<file path="src/rtl/score_counter.sv">
// score_counter: counts score events, keeping binary and BCD forms in lockstep, plus session high score.
module score_counter #(
  parameter int MAX_SCORE = 99,
  parameter bit WRAP      = 1'b0,
  parameter int SCORE_W   = 7
) (
  input  logic               i_Clk,
  input  logic               i_Rst_n,
  input  logic               i_Inc,
  input  logic               i_Clear,
  output logic [SCORE_W-1:0] o_Score,
  output logic [3:0]         o_Tens,
  output logic [3:0]         o_Ones,
  output logic [SCORE_W-1:0] o_High,
  output logic               o_Updated,
  output logic               o_Wrap,
  output logic               o_AtMax
);
  logic               inc_d;
  logic               inc_evt;
  logic               step;
  logic               roll;
  logic               zero;
  logic               upd;
  logic [SCORE_W-1:0] next_score;
  logic [3:0]         next_tens;
  logic [3:0]         next_ones;
  assign inc_evt = i_Inc & ~inc_d;
  assign o_AtMax = o_Score == SCORE_W'(MAX_SCORE);
  assign step    = inc_evt & ~i_Clear & ~o_AtMax;
  assign roll    = inc_evt & ~i_Clear & o_AtMax & WRAP;
  assign zero    = i_Clear | roll;
  assign upd     = i_Clear ? |o_Score : step | roll;
  // digits advance as counters; ones 9->0 carries into tens
  always_comb begin
    next_score = zero ? '0 : step ? o_Score + 1'b1 : o_Score;
    next_ones  = zero ? 4'd0 : step ? (o_Ones == 4'd9 ? 4'd0 : o_Ones + 4'd1) : o_Ones;
    next_tens  = zero ? 4'd0 : (step && o_Ones == 4'd9) ? o_Tens + 4'd1 : o_Tens;
  end
  always_ff @(posedge i_Clk or negedge i_Rst_n) begin
    if (!i_Rst_n) begin
      inc_d     <= 1'b0;
      o_Score   <= '0;
      o_Tens    <= 4'd0;
      o_Ones    <= 4'd0;
      o_High    <= '0;
      o_Updated <= 1'b0;
      o_Wrap    <= 1'b0;
    end else begin
      inc_d     <= i_Inc;
      o_Score   <= next_score;
      o_Tens    <= next_tens;
      o_Ones    <= next_ones;
      o_Updated <= upd;
      o_Wrap    <= roll;
      if (next_score > o_High) o_High <= next_score;
    end
  end
endmodule

</file>
<file path="config.mk">
export PLATFORM = sky130hd
export DESIGN_NAME = score_counter
export DESIGN_NICKNAME = d
export VERILOG_FILES = /design/src/rtl/score_counter.sv
export SDC_FILE = /design/constraint.sdc
export NUM_CORES = 1
export LEC_CHECK = 0
export CAP_MARGIN = 20
export CORE_AREA = 2 2 56 58
export DETAILED_ROUTE_END_ITERATION = 10
export DIE_AREA = 0 0 58 60
export PLACE_DENSITY_LB_ADDON = 0.12
export SLEW_MARGIN = 5
export SYNTH_ARGS = -nofsm -noshare
export SYNTH_HDL_FRONTEND = slang
export SYNTH_SLANG_ARGS = --single-unit
</file>
<file path="constraint.sdc">
create_clock -name i_Clk -period 3.8 [get_ports i_Clk]
set_input_delay 0.95 -clock i_Clk [delete_from_list [all_inputs] [get_ports i_Clk]]
set_output_delay 0.95 -clock i_Clk [all_outputs]
set_load 0.1 [all_outputs]
</file>
Word-level counts from Yosys, hierarchy flattened
Cells that the tools add are included.
Cells by class
  $add $sub $neg: 3
  $mul: 0
  div/mod/pow operators: 0
  order comparisons: 1
  equal/unequal tests: 2
  shift operators: 0
  multiplexer cells: 8
  bitwise logic cells: 6
  reductions and logical operators: 4
Operators with widths (number)
  4-bit 2-to-1 mux: 5
  7-bit 2-to-1 mux: 2
  4-bit by 1-bit adder with 4-bit output (second input constant): 2
  7-bit by 1-bit adder with 7-bit output (second input constant): 1
  7-bit == test (second input constant): 1
  7-bit greater-than comparator: 1
  7-bit OR reduction: 1
  4-bit == test (second input constant): 1
  2-bit nonzero test: 2
  1-bit bitwise AND: 3
  1-bit NOT: 3
  1-bit logical AND: 1
  1-bit 2-to-1 mux: 1
Word-level totals
  register bits: 24
  bits in latches: 0
  bits in writable memories: 0
  bits in read-only memories: 0
  input bits: 4
  logic and storage cells: 30
  memories kept: 0

Logic depth before layout (Yosys ltp)
Gate-level depths: netlist (run 1).
  word-level depth: 7
  mapped depth: 10
  mapped depth without buffers: 9

Least setup slack after synthesis (run 1)
OpenSTA, ideal clock, no wires.
  kind: reg2out
  from: register o_Score[0]
  to: output o_AtMax
  arrival: 2.838 ns
  setup slack: 0.012 ns
  stages on the path, launching flop included: 4
  cells stage by stage: dfrtp_1 ha_1 nand3_1 nor2_1
On the way
  longest elaborated chain between the ends: 1
Ends and longest elaborated chain
  from (decl): RTL line 11  | output logic [SCORE_W-1:0] o_Score,
  from (signal assigned): RTL line 51  | o_Score <= next_score;
  7-bit == test: RTL line 29  | assign o_AtMax = o_Score == SCORE_W'(MAX_SCORE);
  to (decl): RTL line 17  | output logic o_AtMax
Every way passes these cells.

Worst setup path in the final report (run 1)
  from: input i_Inc
  to: register o_High[0]
On the way
  longest elaborated chain between the ends: 6
Ends and longest elaborated chain
  from (decl): RTL line 9  | input logic i_Inc,
  1-bit bitwise AND: RTL line 28  | assign inc_evt = i_Inc & ~inc_d;
  1-bit bitwise AND
  1-bit bitwise AND: RTL line 30  | assign step = inc_evt & ~i_Clear & ~o_AtMax;
  7-bit 2-to-1 mux (2 in a row): RTL line 36  | next_score = zero ? '0 : step ? o_Score + 1'b1 : o_Score;
  net next_score[4]: RTL line 25  | logic [SCORE_W-1:0] next_score;
  7-bit greater-than comparator: RTL line 56  | if (next_score > o_High) o_High <= next_score;
  to (signal assigned): RTL line 56
  to (decl): RTL line 14  | output logic [SCORE_W-1:0] o_High,
The timed path passes the listed nets, and every way through them passes these cells.
A chain may end at the register's enable or synchronous reset.

==> reports/metrics.cfg, run 1 <==
[outcome]
outcome=completed

[clock_network]
cts_tree=built
root_buffer=clkbuf_4
clkLatencyLatePin_ns=0.32
holdBufCountCts=0
post_cts_buffers=0
ctsResizeCount=0
clkSlewWorstSetupHoldPaths_ns=0.14
htreeDepth=1
cts_buffers=3
clock_sinks=24
clockBufferDepth=2

[drt]
avgViaCountPerCell=5.651
drt-pass1-iter-count=4
drt_iter0_markers=20
wire_per_inst_um=14.10
ant_nets=0
totalWireLength_um=2707
route.detailed.drc=0
via_count=1085

[cells_and_area]
multiInputGateArea_um2=710.7
finalInstanceArea_um2=1750
layout-drive-gt1-share=0.1635
syn2layout_area_growth_pct=26.84
fin_nets=176
antenna_cells=0
register_area_um2=600.6
fill_cells=257
stdcell_count=192

[placed_design]
place.gp.congestion=0.8077
port_buffers=27
dp_cells=187
dpl-instance-area_um2=1699
dp_hpwl_um=2043

[logic_synthesis]
synth_nets=143
syn_area_um2=1380
synth_top_area_share=0.4352
seq_area_frac_synth=0.4352
synth-warning-count=0
yosysTopAreaCell=dfrtp_1
synth-async-reset-ratio=1.000
synth_edf_count=0
synth_area_leaders=dfrtp_1 (44%), ha_1 (11%), mux2_2 (5.7%)
ys_ff_latch=24
post-synth-top-count-cell=dfrtp_1
syn_area_per_cell_um2=10.87
synth_commonest_cells=dfrtp_1 (24), ha_1 (12), inv_1 (10), a21oi_1 (8), nand2_1 (8)
ys_types=39
synth_cells=127
synthFlopType=dfrtp_1

[global_route]
grt_max_degree=25
grt_pass1_wl_um=4774
antenna_found_initial=0
grt_util_all_layers=0.1764
grt_pass1_vias=1081
grt_overflow=0

[die]
die_h_um=60
row_count=20
io_pins=29
initial_core_util=0.4754
die_w_um=58
dieArea_um2=3480
coreArea_um2=2903

[pwr]
leakagePower_nw=0.7940
p_per_area_nw_per_um2=365.3
vdd_drop_max_mv=0.2662

[worst_setup_path]
crit_path_max_fanout=8
cp.arrival_ns=3.65
critPathKind=in -> reg
end_kind=flop
cp_num_buf_inv=1
path_cells=clkdlybuf4s50_1, nand4bb_4, or3_1, a21oi_1, ha_1, a211oi_1, o21bai_1, o22a_1, mux2_4
cp_top_family=compound AO/OA/AOI/OAI gates
max_stage_delay_ns=0.58
worstPathRequired_ns=4.02
cp-start-kind=input port
cpMaxStageDelayCell=clkdlybuf4s50_1

[timing]
slew_headroom=0.3524
rsz0062_at_grt=false
fin_crit_ns=3.428
setup_tns_ns=0
finalClockSkew_ns=0.009112
fmax_mhz=291.8
maxSlewViolCount=0
tightest_slew_ns=0.9683
setup_violations=0
finalCritPeriodShare=0.9020
hold_viol_final=0

[flow_run]
cap_violations=0

[min_path]
hp-class=reg -> reg

power breakdown:
part / switching (W) / total, W / internal, W / leakage, nW
logic: 0.000146 / 0.000223 / 0.0000769 / 0.444
registers: 0.0000112 / 0.000279 / 0.000267 / 0.329
clock network: 0.0000791 / 0.000138 / 0.0000586 / 0.0210
cell families after synthesis:
family	share of synthesized area
mux	0.09339
fa+ha+maj	0.1088
buf+inv	0.04986
simple gates	0.1650
other cells	0.002717
xor+xnor	0.01269
flops	0.4352
compound gates	0.1324
layer usage:
layer | wire [µm] | part of all wire | GRT usage
met4 | 29 | 0.011 | 0.05980
met2 | 1411 | 0.52 | 0.3214
met1 | 1177 | 0.43 | 0.2155
met5 | 0 | 0 | 0
met3 | 88 | 0.033 | 0.02165
through the flow:
step | power (W) | setup slack (ns) | utilization | hold WS, ns
finish | 0.0006394 | 0.3725 | 0.6030 | 0.5175
global route | 0.0006674 | 0.1526 | 0.6030 | 0.5388
CTS | 0.0006443 | 0.3546 | 0.5978 | 0.5257
detailed placement | 0.0005080 | 0.01135 | 0.5853 | 0.5041
global placement | 0.0005047 | 0.05719 | 0.5853 | 0.4803
floorplan | 0.0004613 | 0.01234 | - | 0.6544
cell usage in the layout, fill, tap and decap left out, drive strengths merged, types with 2 or more instances in the layout:
master         count
a21oi              8
buf                7
clkbuf             4
clkdlybuf4s50     26
dfrtp             24
ha                12
inv               11
mux2               9
mux2i              2
nand2              8
nand3              5
nand3b             2
nor2               5
nor4b              2
o21ai              7
o31ai              2
or3                5
xor2               2
area by class of cell:
type,count,area share
Clock buffer,4,0.02073
Sequential cell,24,0.3431
Inverter,11,0.02359
Multi-Input combinational cell,87,0.4060
Tap cell,33,0.02359
Timing Repair Buffer,33,0.1830
worst paths after layout:
kind,depth (start not counted),slack (ns),endpoint,startpoint
max in group asynchronous,2,2.34,o_Updated,i_Rst_n
worst min-delay path,1,0.52,o_Ones[3],o_Ones[3]
worst max register to register,8,0.88,o_High[4],o_Score[2]
worst min register to register,1,0.52,o_Ones[3],o_Ones[3]
worst max-delay path,9,0.37,o_High[0],i_Inc
min in group asynchronous,1,0.98,o_High[1],i_Rst_n
flip-flops by register name (all words and copies together) (netlist names):
| register | cells |
|---|---|
| inc_d | 1 |
| o_High | 7 |
| o_Ones | 4 |
| o_Score | 7 |
| o_Tens | 4 |
| o_Updated | 1 |
No activity file was read; power rests on OpenSTA's default activity.
==> run 2: changes to the inputs <==
--- a/config.mk
+++ b/config.mk
@@ -6,10 +6,10 @@
 export NUM_CORES = 1
 export LEC_CHECK = 0
 export CAP_MARGIN = 20
-export CORE_AREA = 2 2 56 58
+export CORE_AREA = 4 4 58 60
 export DETAILED_ROUTE_END_ITERATION = 10
-export DIE_AREA = 0 0 58 60
-export PLACE_DENSITY_LB_ADDON = 0.12
+export DIE_AREA = 0 0 62 64
+export PLACE_DENSITY = 0.8
 export SLEW_MARGIN = 5
 export SYNTH_ARGS = -nofsm -noshare
 export SYNTH_HDL_FRONTEND = slang
==> reports/metrics.cfg, run 2 (synthesis results as in run 1) <==
[clock_network]
cts_tree=built
htreeDepth=1
post_cts_buffers=0
clkLatencyLatePin_ns=0.32
clockBufferDepth=2
cts_buffers=3
root_buffer=clkbuf_4
clkSlewWorstSetupHoldPaths_ns=0.14
clock_sinks=24
ctsResizeCount=0
holdBufCountCts=0

[die]
die_w_um=62
io_pins=29
row_count=20
dieArea_um2=3968
initial_core_util=0.4714
coreArea_um2=2928
die_h_um=64

[pwr]
vdd_drop_max_mv=0.3791
totalPowerFinal_w=0.0006943
p_per_area_nw_per_um2=393.0
leakagePower_nw=0.8009

[placed_design]
dp_cells=187
dp_hpwl_um=2278
port_buffers=27
place.gp.congestion=0.8998

[drt]
ant_nets=0
wire_per_inst_um=15.73
totalWireLength_um=3021
drt-pass1-iter-count=4
via_count=1108
drt_iter0_markers=39
avgViaCountPerCell=5.771
route.detailed.drc=0

[min_path]
holdPathStages=1
min_to=o_Ones[3]
hold_start=o_Ones[3]
hp-class=reg -> reg

[cells_and_area]
utilization=0.6034
stdcell_count=192
syn2layout_area_growth_pct=28.01
final_common_cell=clkdlybuf4s50_1
layout_common_cells=clkdlybuf4s50_1 (26), dfrtp_1 (24), ha_1 (12)
fin_nets=176
layout-drive-gt1-share=0.1635
antenna_cells=0
fill_cells=256
largest_registers=o_High: 7 flops, o_Score: 7 flops

[worst_setup_path]
ff2ff_path_depth=9
worstSetupStartpoint=i_Inc
end_kind=flop
cp-start-kind=input port
crit_path_max_fanout=8
worstPathRequired_ns=4.02
cp.arrival_ns=3.74
worstReg2RegStart=o_Score[0]
rr_endpoint=o_High[5]
critPathKind=in -> reg
reg2reg_slack_ns=0.83

[global_route]
grt_util_all_layers=0.1752
grt_max_degree=25
antenna_found_initial=0
grt_pass1_vias=1201
grt_overflow=0
grt_pass1_wl_um=5368

[flow_run]
cap_violations=0

[timing]
finalClockSkew_ns=0.003036
fin_crit_ns=3.519
rsz0062_at_grt=false
hold_viol_final=0
setup_violations=0
tightest_slew_ns=0.9731
maxSlewViolCount=0
slew_headroom=0.3492
finalCritPeriodShare=0.9259
fmax_mhz=284.2

[outcome]
outcome=completed

[run 2: how the worst max path moves through the flow]
stage | end | slack, ns
2_1_floorplan | o_AtMax | 0.01
3_3_place_gp | o_High[4] | 0.11
3_5_place_dp | o_High[1] | -0.04
4_1_cts | o_High[1] | 0.31
5_1_grt | o_High[1] | 0.1
6_report | o_High[5] | 0.28
[run 2: layout make-up]
| type | count | area, µm² | share of cell area |
|---|---|---|---|
| Clock buffer | 3 | 22.52 | 0.01275 |
| Sequential cell | 24 | 600.6 | 0.3399 |
| Multi-Input combinational cell | 87 | 710.7 | 0.4023 |
| Timing Repair Buffer | 33 | 320.3 | 0.1813 |
| Inverter | 11 | 41.29 | 0.02337 |
| Tap cell | 33 | 41.29 | 0.02337 |
| Clock inverter | 1 | 30.03 | 0.01700 |
[run 2: critical path, stage by stage]
cell and delay, ns:
clkdlybuf4s50_1 0.59, nand4bb_4 0.18, or4_1 0.50, a21oi_1 0.34
ha_1 0.20, nand4_1 0.11, a21oi_1 0.14, o22a_1 0.34
mux2_2 0.38
[run 2: per-layer routing]
metal,global-route usage,wire [µm]
met4,0.06101,53
met3,0.03030,143
met2,0.2979,1549
met5,0,0
met1,0.2148,1274
[run 2: through the flow]
step | hold WS, ns | setup TNS [ns] | cell area (µm²) | setup slack [ns]
finish | 0.5094 | 0 | 1767 | 0.2814
global route | 0.5889 | 0 | 1767 | 0.09812
CTS | 0.5204 | 0 | 1752 | 0.3104
detailed placement | 0.5024 | -0.1951 | 1699 | -0.04090
global placement | 0.4749 | 0 | 1699 | 0.1103
floorplan | 0.6544 | 0 | 1380 | 0.01234
[run 2: report_power, final]
group	switching, W	total, W	internal (W)
clock network	0.0000814	0.000188	0.000107
registers	0.0000119	0.000279	0.000267
logic	0.000149	0.000227	0.0000775
